**src/rtl/memory_rsp_decoalesce_unit.sv**
```systemverilog
// Scatters one coalesced cache-line load response into per-thread writebacks (ascending TID) and acks stores.
// Optional macro LOAD_SIGN_EXT_EN adds inrsp_sign_ext for sign-extended load data.
module memory_rsp_decoalesce_unit #(
    parameter int cache_line_size                  = 32,
    parameter int number_of_max_coalesced_commands = 8,
    parameter int base_address_offset              = $clog2(cache_line_size),
    parameter int base_tid_address_offset          = $clog2(number_of_max_coalesced_commands)
) (
    input  logic                                   clk,
    input  logic                                   rst_n,
    input  logic                                   clear,
    input  logic                                   inrsp_valid,
    output logic                                   inrsp_ready,
    input  logic [3:0]                             inrsp_block_id,
    input  logic [9:0]                             inrsp_base_tid,
    input  logic [number_of_max_coalesced_commands-1:0] inrsp_tid_bitmap,
    input  logic                                   inrsp_write_enable,
    input  logic [cache_line_size*8-1:0]           inrsp_data,
    input  logic [1:0]                             inrsp_size,
    input  logic [6:0]                             inrsp_ld_dest_reg,
    input  logic [number_of_max_coalesced_commands-1:0][base_address_offset-1:0] inrsp_address_map,
`ifdef LOAD_SIGN_EXT_EN
    input  logic                                   inrsp_sign_ext,
`endif
    output logic                                   wb_valid,
    input  logic                                   wb_ready,
    output logic [3:0]                             wb_block_id,
    output logic [9:0]                             wb_tid,
    output logic [6:0]                             wb_ld_dest_reg,
    output logic [1:0]                             wb_size,
    output logic [63:0]                            wb_data,
    output logic                                   st_ack_valid,
    output logic [3:0]                             st_ack_block_id,
    output logic [9:0]                             st_ack_base_tid,
    output logic [number_of_max_coalesced_commands-1:0] st_ack_tid_bitmap,
    output logic                                   busy
);
    localparam int N  = number_of_max_coalesced_commands;
    localparam int LW = cache_line_size * 8;

    typedef enum logic [0:0] {IDLE, SCATTER} state_t;

    state_t                                   r_state, w_state_nxt;
    logic [3:0]                               r_block_id;
    logic [9:0]                               r_base_tid;
    logic [6:0]                               r_ld_dest_reg;
    logic [1:0]                               r_size;
    logic [LW-1:0]                            r_data;
    logic [N-1:0][base_address_offset-1:0]    r_map;
    logic [N-1:0]                             r_remaining;
    logic                                     r_sign_ext;

    logic                                     w_accept, w_load_go, w_beat;
    logic [base_tid_address_offset-1:0]       w_lane;
    logic [N-1:0]                             w_remaining_nxt;
    logic [63:0]                              w_raw, w_mask, w_ext;
    logic                                     w_sbit;

    assign inrsp_ready = (r_state == IDLE) && !clear;
    assign w_accept    = inrsp_valid && inrsp_ready;
    assign w_load_go   = w_accept && !inrsp_write_enable && (|inrsp_tid_bitmap);
    assign w_beat      = (r_state == SCATTER) && wb_ready;
    assign busy        = (r_state == SCATTER);
    assign wb_valid    = busy;

    always_comb begin
        w_lane = '0;
        for (int i = N - 1; i >= 0; i--)
            if (r_remaining[i]) w_lane = base_tid_address_offset'(i);
    end
    assign w_remaining_nxt = r_remaining & ~(N'(1) << w_lane);

    // Right shift zero-fills, so bytes past the end of the line read as 0.
    assign w_raw = 64'(r_data >> {r_map[w_lane], 3'b000});

    always_comb begin
        w_mask = 64'h0000_0000_0000_00FF;
        w_sbit = w_raw[7];
        case (r_size)
            2'd1:    begin w_mask = 64'h0000_0000_0000_FFFF; w_sbit = w_raw[15]; end
            2'd2:    begin w_mask = 64'h0000_0000_FFFF_FFFF; w_sbit = w_raw[31]; end
            2'd3:    begin w_mask = 64'hFFFF_FFFF_FFFF_FFFF; w_sbit = w_raw[63]; end
            default: ;
        endcase
        w_ext = (w_raw & w_mask) | ((r_sign_ext && w_sbit) ? ~w_mask : 64'h0);
    end

    assign wb_block_id    = busy ? r_block_id    : '0;
    assign wb_tid         = busy ? (r_base_tid | 10'(w_lane)) : '0;
    assign wb_ld_dest_reg = busy ? r_ld_dest_reg : '0;
    assign wb_size        = busy ? r_size        : '0;
    assign wb_data        = busy ? w_ext         : '0;

    always_ff @(posedge clk or negedge rst_n) begin
        if (!rst_n) r_state <= IDLE;
        else        r_state <= w_state_nxt;
    end

    always_comb begin
        w_state_nxt = r_state;
        if (clear)
            w_state_nxt = IDLE;
        else if (r_state == IDLE && w_load_go)
            w_state_nxt = SCATTER;
        else if (w_beat && w_remaining_nxt == '0)
            w_state_nxt = IDLE;
    end

    always_ff @(posedge clk or negedge rst_n) begin
        if (!rst_n) begin
            r_block_id        <= '0;
            r_base_tid        <= '0;
            r_ld_dest_reg     <= '0;
            r_size            <= '0;
            r_data            <= '0;
            r_map             <= '0;
            r_remaining       <= '0;
            r_sign_ext        <= 1'b0;
            st_ack_valid      <= 1'b0;
            st_ack_block_id   <= '0;
            st_ack_base_tid   <= '0;
            st_ack_tid_bitmap <= '0;
        end else begin
            st_ack_valid <= 1'b0;
            if (clear) begin
                r_remaining <= '0;
            end else if (w_accept && inrsp_write_enable) begin
                st_ack_valid      <= 1'b1;
                st_ack_block_id   <= inrsp_block_id;
                st_ack_base_tid   <= inrsp_base_tid;
                st_ack_tid_bitmap <= inrsp_tid_bitmap;
            end else if (w_load_go) begin
                r_block_id    <= inrsp_block_id;
                r_base_tid    <= inrsp_base_tid;
                r_ld_dest_reg <= inrsp_ld_dest_reg;
                r_size        <= inrsp_size;
                r_data        <= inrsp_data;
                r_map         <= inrsp_address_map;
                r_remaining   <= inrsp_tid_bitmap;
`ifdef LOAD_SIGN_EXT_EN
                r_sign_ext    <= inrsp_sign_ext;
`else
                r_sign_ext    <= 1'b0;
`endif
            end else if (w_beat) begin
                r_remaining <= w_remaining_nxt;
            end
        end
    end
endmodule

```
**config.mk**
```make
export PLATFORM = sky130hd
export DESIGN_NAME = memory_rsp_decoalesce_unit
export DESIGN_NICKNAME = d
export VERILOG_FILES = /design/src/rtl/memory_rsp_decoalesce_unit.sv
export SDC_FILE = /design/constraint.sdc
export NUM_CORES = 1
export LEC_CHECK = 0
export CORE_UTILIZATION = 60
export DETAILED_ROUTE_END_ITERATION = 12
export DONT_BUFFER_PORTS = 1
export HOLD_SLACK_MARGIN = 0.08
export PLACE_DENSITY_LB_ADDON = 0.1
export SKIP_CTS_REPAIR_TIMING = 1
export SYNTH_ARGS = -nofsm -noshare
export SYNTH_HDL_FRONTEND = slang
export SYNTH_SLANG_ARGS = --single-unit
```
**constraint.sdc**
```tcl
create_clock -name clk -period 6.2 [get_ports clk]
set_input_delay 0.62 -clock clk [delete_from_list [all_inputs] [get_ports clk]]
set_output_delay 0.62 -clock clk [all_outputs]
set_load 0.1 [all_outputs]
```
==> results of run 1 <==
routing by layer:
layer	up-vias	share of wire, %	track usage [%]
met1	10700	35	57.6
met3	492	11	11.1
met4	8	8.2	34.0
met2	1730	46	77.8
li1	9057	-	-
met5	-	0.053	0
stage by stage:
step	instances	area, um^2	utilization [%]
after CTS	2992	27100	68.1
final	3000	27100	68.2
after global placement	2927	25900	65.0
after detailed placement	2927	25900	65.0
after floorplan	2481	24300	-
after global routing	2997	27100	68.2
kinds of logic after synthesis:
group	synth area share [%]
and+or+nand+nor	13.7
muxes	34.4
buffers and inverters	4.55
DFF	36.3
AOI/OAI and AO/OA	11.1
worst max-delay path: stages, from the launching register on:
cell	delay (ps)
dfrtp_1	510
nor4b_1	220
a211oi_1	820
o221ai_1	220
a31oi_1	280
nor2_2	220
nor2_1	720
buf_4	400
nand2_1	370
o22ai_1	690
a2111oi_4	160
buf_16	220
power groups by stage:
stage | clock (uW) | sequential, uW | combinational [uW]
floorplan | 0 | 3430 | 5210
global placement | 0 | 3780 | 7300
detailed placement | 0 | 3810 | 7360
CTS | 2290 | 3780 | 7410
global route | 2380 | 3860 | 7940
finish | 2280 | 3840 | 7710
cell type report:
cell class	instances	share of cell area, %
tap	525	2.42
clock buffer	53	4.04
antenna	8	0.0737
sequential	351	32.4
timing repair buffer	128	5.61
multi-input combinational	1909	54.7
inverter	14	0.194
clock inverter	12	0.567
Yosys cell counts (all sizes together) (8+ instances only):
cell type / number / area (um^2)
nor4: 13 / 81.3
a21oi: 58 / 290
o221ai: 19 / 173
inv: 14 / 52.6
buf: 115 / 704
o2bb2ai: 8 / 70.1
clkbuf: 92 / 345
a211oi: 14 / 110
mux2: 372 / 4190
dfrtp: 351 / 8780
nor3: 17 / 96.4
nand2: 423 / 1590
nand3: 126 / 636
a311oi: 8 / 70.1
o21ai: 68 / 340
a31oi: 28 / 181
a221oi: 20 / 188
nor2: 66 / 255
and2: 22 / 138
o211ai: 17 / 128
o22ai: 52 / 325
a221o: 12 / 120
or3: 9 / 56.3
mux2i: 415 / 4150
and3: 44 / 275
final timing paths:
path,end,slack (ps),cells after the start
worst max-delay path,wb_data[2],140,11
worst min-delay path,r_data[174],-240,0
min in group clk,r_remaining[7],150,1
worst max register to register,r_data[68],2110,6
max in group asynchronous,busy,5470,0
worst min register to register,r_ld_dest_reg[6],510,1
==> results_dict.tcl, run 1 <==
set metrics [dict create \
    pin_count 446 \
    violations "negative hold slack" \
    routedWlPerCell_um 33.7 \
    worst_pin_slew_ps 1190 \
    synth_edf_count 0 \
    top_register "r_data" \
    p_sw_share_pct 50.7 \
    die-area_um2 41200 \
    path_class "register to output port" \
    drt.antenna.violating_nets 0 \
    timing.hold.ws_ps -241 \
    comb_power_share_pct 55.8 \
    grt_pass1_wl_mm 146 \
    die_w_um 203 \
    slew_viol_final 0 \
    rows 73 \
    final_cell_mix "nand2_1 (420), mux2i_1 (415), mux2_2 (369)" \
    leakage_uw 0.0118 \
    clk_path_buf_depth 3 \
    ys_async_sr_fraction_pct 100 \
    clkPwrFrac_pct 16.5 \
    first_iter_violations 3241 \
    power_density_nw_per_um2 509 \
    maxCapViolCount 0 \
    wirelength_mm 101 \
    arrival_ps 5440 \
    largest_register_ffs 256 \
    crit_fanout 13 \
    io_buffers 0 \
    reg2reg_from "busy" \
    nets 2773 \
    drtPass1Iterations 7 \
    cts_buffers 36 \
    outcome "complete, but fails checks" \
    drive_above_1_share_pct 25.4 \
    pre_cts_ws_ps 848 \
    hpwl_mm 73.7 \
    synth.avg_cell_area_um2 9.77 \
    crit_path_start "r_remaining[4]" \
    worst_slack_ps 139 \
    seq_power_share_pct 27.8 \
    synth_seq_cells 351 \
    hold_class "input port to asynchronous set/reset pin" \
    worst_ir_drop_vdd_mv 0.344 \
    die_h_um 203 \
    synth_ff_type "dfrtp_1" \
    fmaxAchievable_mhz 165 \
    syn_inst 2481 \
    multiInputGateArea_um2 14900 \
    area_growth_pct 12.0 \
    finalHoldViolations 332 \
    grt_pass1_vias 22000 \
    drc 0 \
    power_switching_uw 7020 \
    total_power_uw 13800 \
    clk_pin_slew_worst_paths_ps 60 \
    nFillCells 2890 \
    regArea_um2 8790 \
    ys_seq_area_share_pct 36.3 \
    htree_levels 2 \
    final_period_minus_worst_setup_slack_ps 6060 \
    viasPerCell 7.34 \
    vias 22000 \
    cts_sinks 351 \
    antenna_found_initial 10 \
    fin_skew_ps 23.1 \
    synth_cell_type_count 78 \
    cts_tree "done" \
    ys_warn_count 0 \
    required_ps 5580 \
    rsz0062_at_grt "no" \
    grt_max_degree 352 \
    fin_crit_sh_pct 97.8 \
    layout_commonest_cell "nand2_1" \
    cts-root-buf "clkbuf_16" \
    clk_latency_ps 570 \
    relSlewSlack_pct 21.0 \
    internal_power_uw 6810 \
    syn_area_um2 24200 \
    cp-end-kind "output port" \
    startpoint_type "register" \
    grt-ovfl-total 0 \
    setup_viol 0 \
    synth_fp_nets 2814 \
    reg.largest.list "r_data x256, r_map x40" \
    core_um2 39800 \
    start_util_pct 60.8 \
    fin_tns_setup_ps 0 \
    track_usage_pct 48.5 \
    place_congestion 1.13 \
]
Power figures use the tool's default switching activity.
==> run 2: changes to the inputs <==
--- a/config.mk
+++ b/config.mk
@@ -10,7 +10,9 @@
 export DONT_BUFFER_PORTS = 1
 export HOLD_SLACK_MARGIN = 0.08
 export PLACE_DENSITY_LB_ADDON = 0.1
+export REMOVE_ABC_BUFFERS = 1
 export SKIP_CTS_REPAIR_TIMING = 1
+export SLEW_MARGIN = 30
 export SYNTH_ARGS = -nofsm -noshare
 export SYNTH_HDL_FRONTEND = slang
 export SYNTH_SLANG_ARGS = --single-unit
==> results_dict.tcl, run 2 (synthesized netlist as in run 1, its figures left out) <==
set metrics [dict create \
    outcome "complete, but fails checks" \
    violations "negative hold slack" \
    die-area_um2 41200 \
    nFillCells 3095 \
    finalHoldViolations 351 \
    arrival_ps 5130 \
    cp-end-kind "output port" \
    drive_above_1_share_pct 25.6 \
    cts-root-buf "clkbuf_16" \
    leakage_uw 0.0118 \
    total_power_uw 13200 \
    layout_commonest_cell "nand2_1" \
    top_register "r_data" \
    vias 21000 \
    antenna_found_initial 10 \
    die_h_um 203 \
    viasPerCell 7.02 \
    hpwl_mm 61.0 \
    power_density_nw_per_um2 486 \
    grt_max_degree 352 \
    cts_buffers 36 \
    startpoint_type "register" \
    multiInputGateArea_um2 14800 \
    final_cell_mix "nand2_1 (420), mux2i_1 (415), mux2_2 (369)" \
    worst_pin_slew_ps 1010 \
    rows 73 \
    fin_util_pct 68.0 \
    place_congestion 0.990 \
    worst_ir_drop_vdd_mv 0.300 \
    drtPass1Iterations 7 \
    wirelength_mm 85.5 \
    io_buffers 0 \
    pin_count 446 \
    pre_cts_ws_ps 1100 \
    grt_pass1_vias 20900 \
    track_usage_pct 40.8 \
    slew_viol_final 0 \
    crit_fanout 43 \
    core_um2 39800 \
    grt_pass1_wl_mm 128 \
    rsz0062_at_grt "no" \
    timing.hold.ws_ps -246 \
    regArea_um2 8790 \
    clk_latency_ps 560 \
    hold_class "input port to asynchronous set/reset pin" \
    nets 2773 \
    fmaxAchievable_mhz 174 \
    maxCapViolCount 0 \
    routedWlPerCell_um 28.5 \
    cts_sinks 351 \
    fin_crit_sh_pct 92.7 \
    required_ps 5580 \
    fin_skew_ps 8.59 \
    clk_pin_slew_worst_paths_ps 60 \
    drc 0 \
    largest_register_ffs 256 \
    grt-ovfl-total 0 \
    clk_path_buf_depth 3 \
    start_util_pct 60.8 \
    worst_slack_ps 451 \
    first_iter_violations 2288 \
    drt.antenna.violating_nets 0 \
    relSlewSlack_pct 33.5 \
    place_inst 2927 \
    area_growth_pct 11.8 \
    reg.largest.list "r_data x256, r_map x40" \
    htree_levels 2 \
    path_class "register to output port" \
    cts_tree "done" \
    final_period_minus_worst_setup_slack_ps 5750 \
    die_w_um 203 \
    setup_viol 0 \
    instances_no_fill 2997 \
]
==> run 2: path summary, 6_finish.rpt <==
| check | startpoint | endpoint | slack (ps) | cells past startpoint |
|---|---|---|---|---|
| worst max-delay path | r_remaining[0] | wb_data[26] | 450 | 12 |
| worst min-delay path | rst_n | r_data[5] | -250 | 0 |
| worst max register to register | busy | r_data[167] | 2530 | 6 |
| worst min register to register | r_base_tid[7] | r_base_tid[7] | 500 | 1 |
| max in group asynchronous | rst_n | r_data[58] | 5910 | 0 |
| min in group clk | clear | r_remaining[5] | 150 | 1 |
==> run 2: critical path, stage by stage, from the launching register on <==
cell      delay, ps
dfrtp_1         510
or2_1           370
nor3_1          660
a21oi_1          80
o221ai_1        240
and2_4          700
buf_4           480
mux2i_1         170
mux2i_1         240
nand2_1          80
a32o_1          290
nor4_2          460
buf_16          240
==> run 2: area by class of cell <==
class / instances / area share, %
multi-input combinational: 1909 / 54.5
sequential: 351 / 32.4
timing repair buffer: 128 / 5.78
clock buffer: 45 / 3.64
tap: 525 / 2.42
clock inverter: 20 / 1.01
inverter: 14 / 0.194
antenna: 5 / 0.0462
==> run 2: through the flow <==
stage	instance area [um^2]	setup TNS [ps]
floorplan	23200	-7951280
global placement	25800	0
detailed placement	25800	0
CTS	27100	0
global route	27100	0
finish	27100	0
==> run 2: power by group <==
part | internal (uW) | switching [uW]
combinational | 2650 | 4470
clock | 1390 | 941
sequential | 2810 | 916
==> run 2: per-layer routing <==
metal	vias up	GRT usage [%]	wire (um)
met5	-	0	72
met4	10	20.6	4770
met2	1324	65.1	39400
met1	10400	52.0	32900
li1	9050	-	-
met3	292	9.12	8400
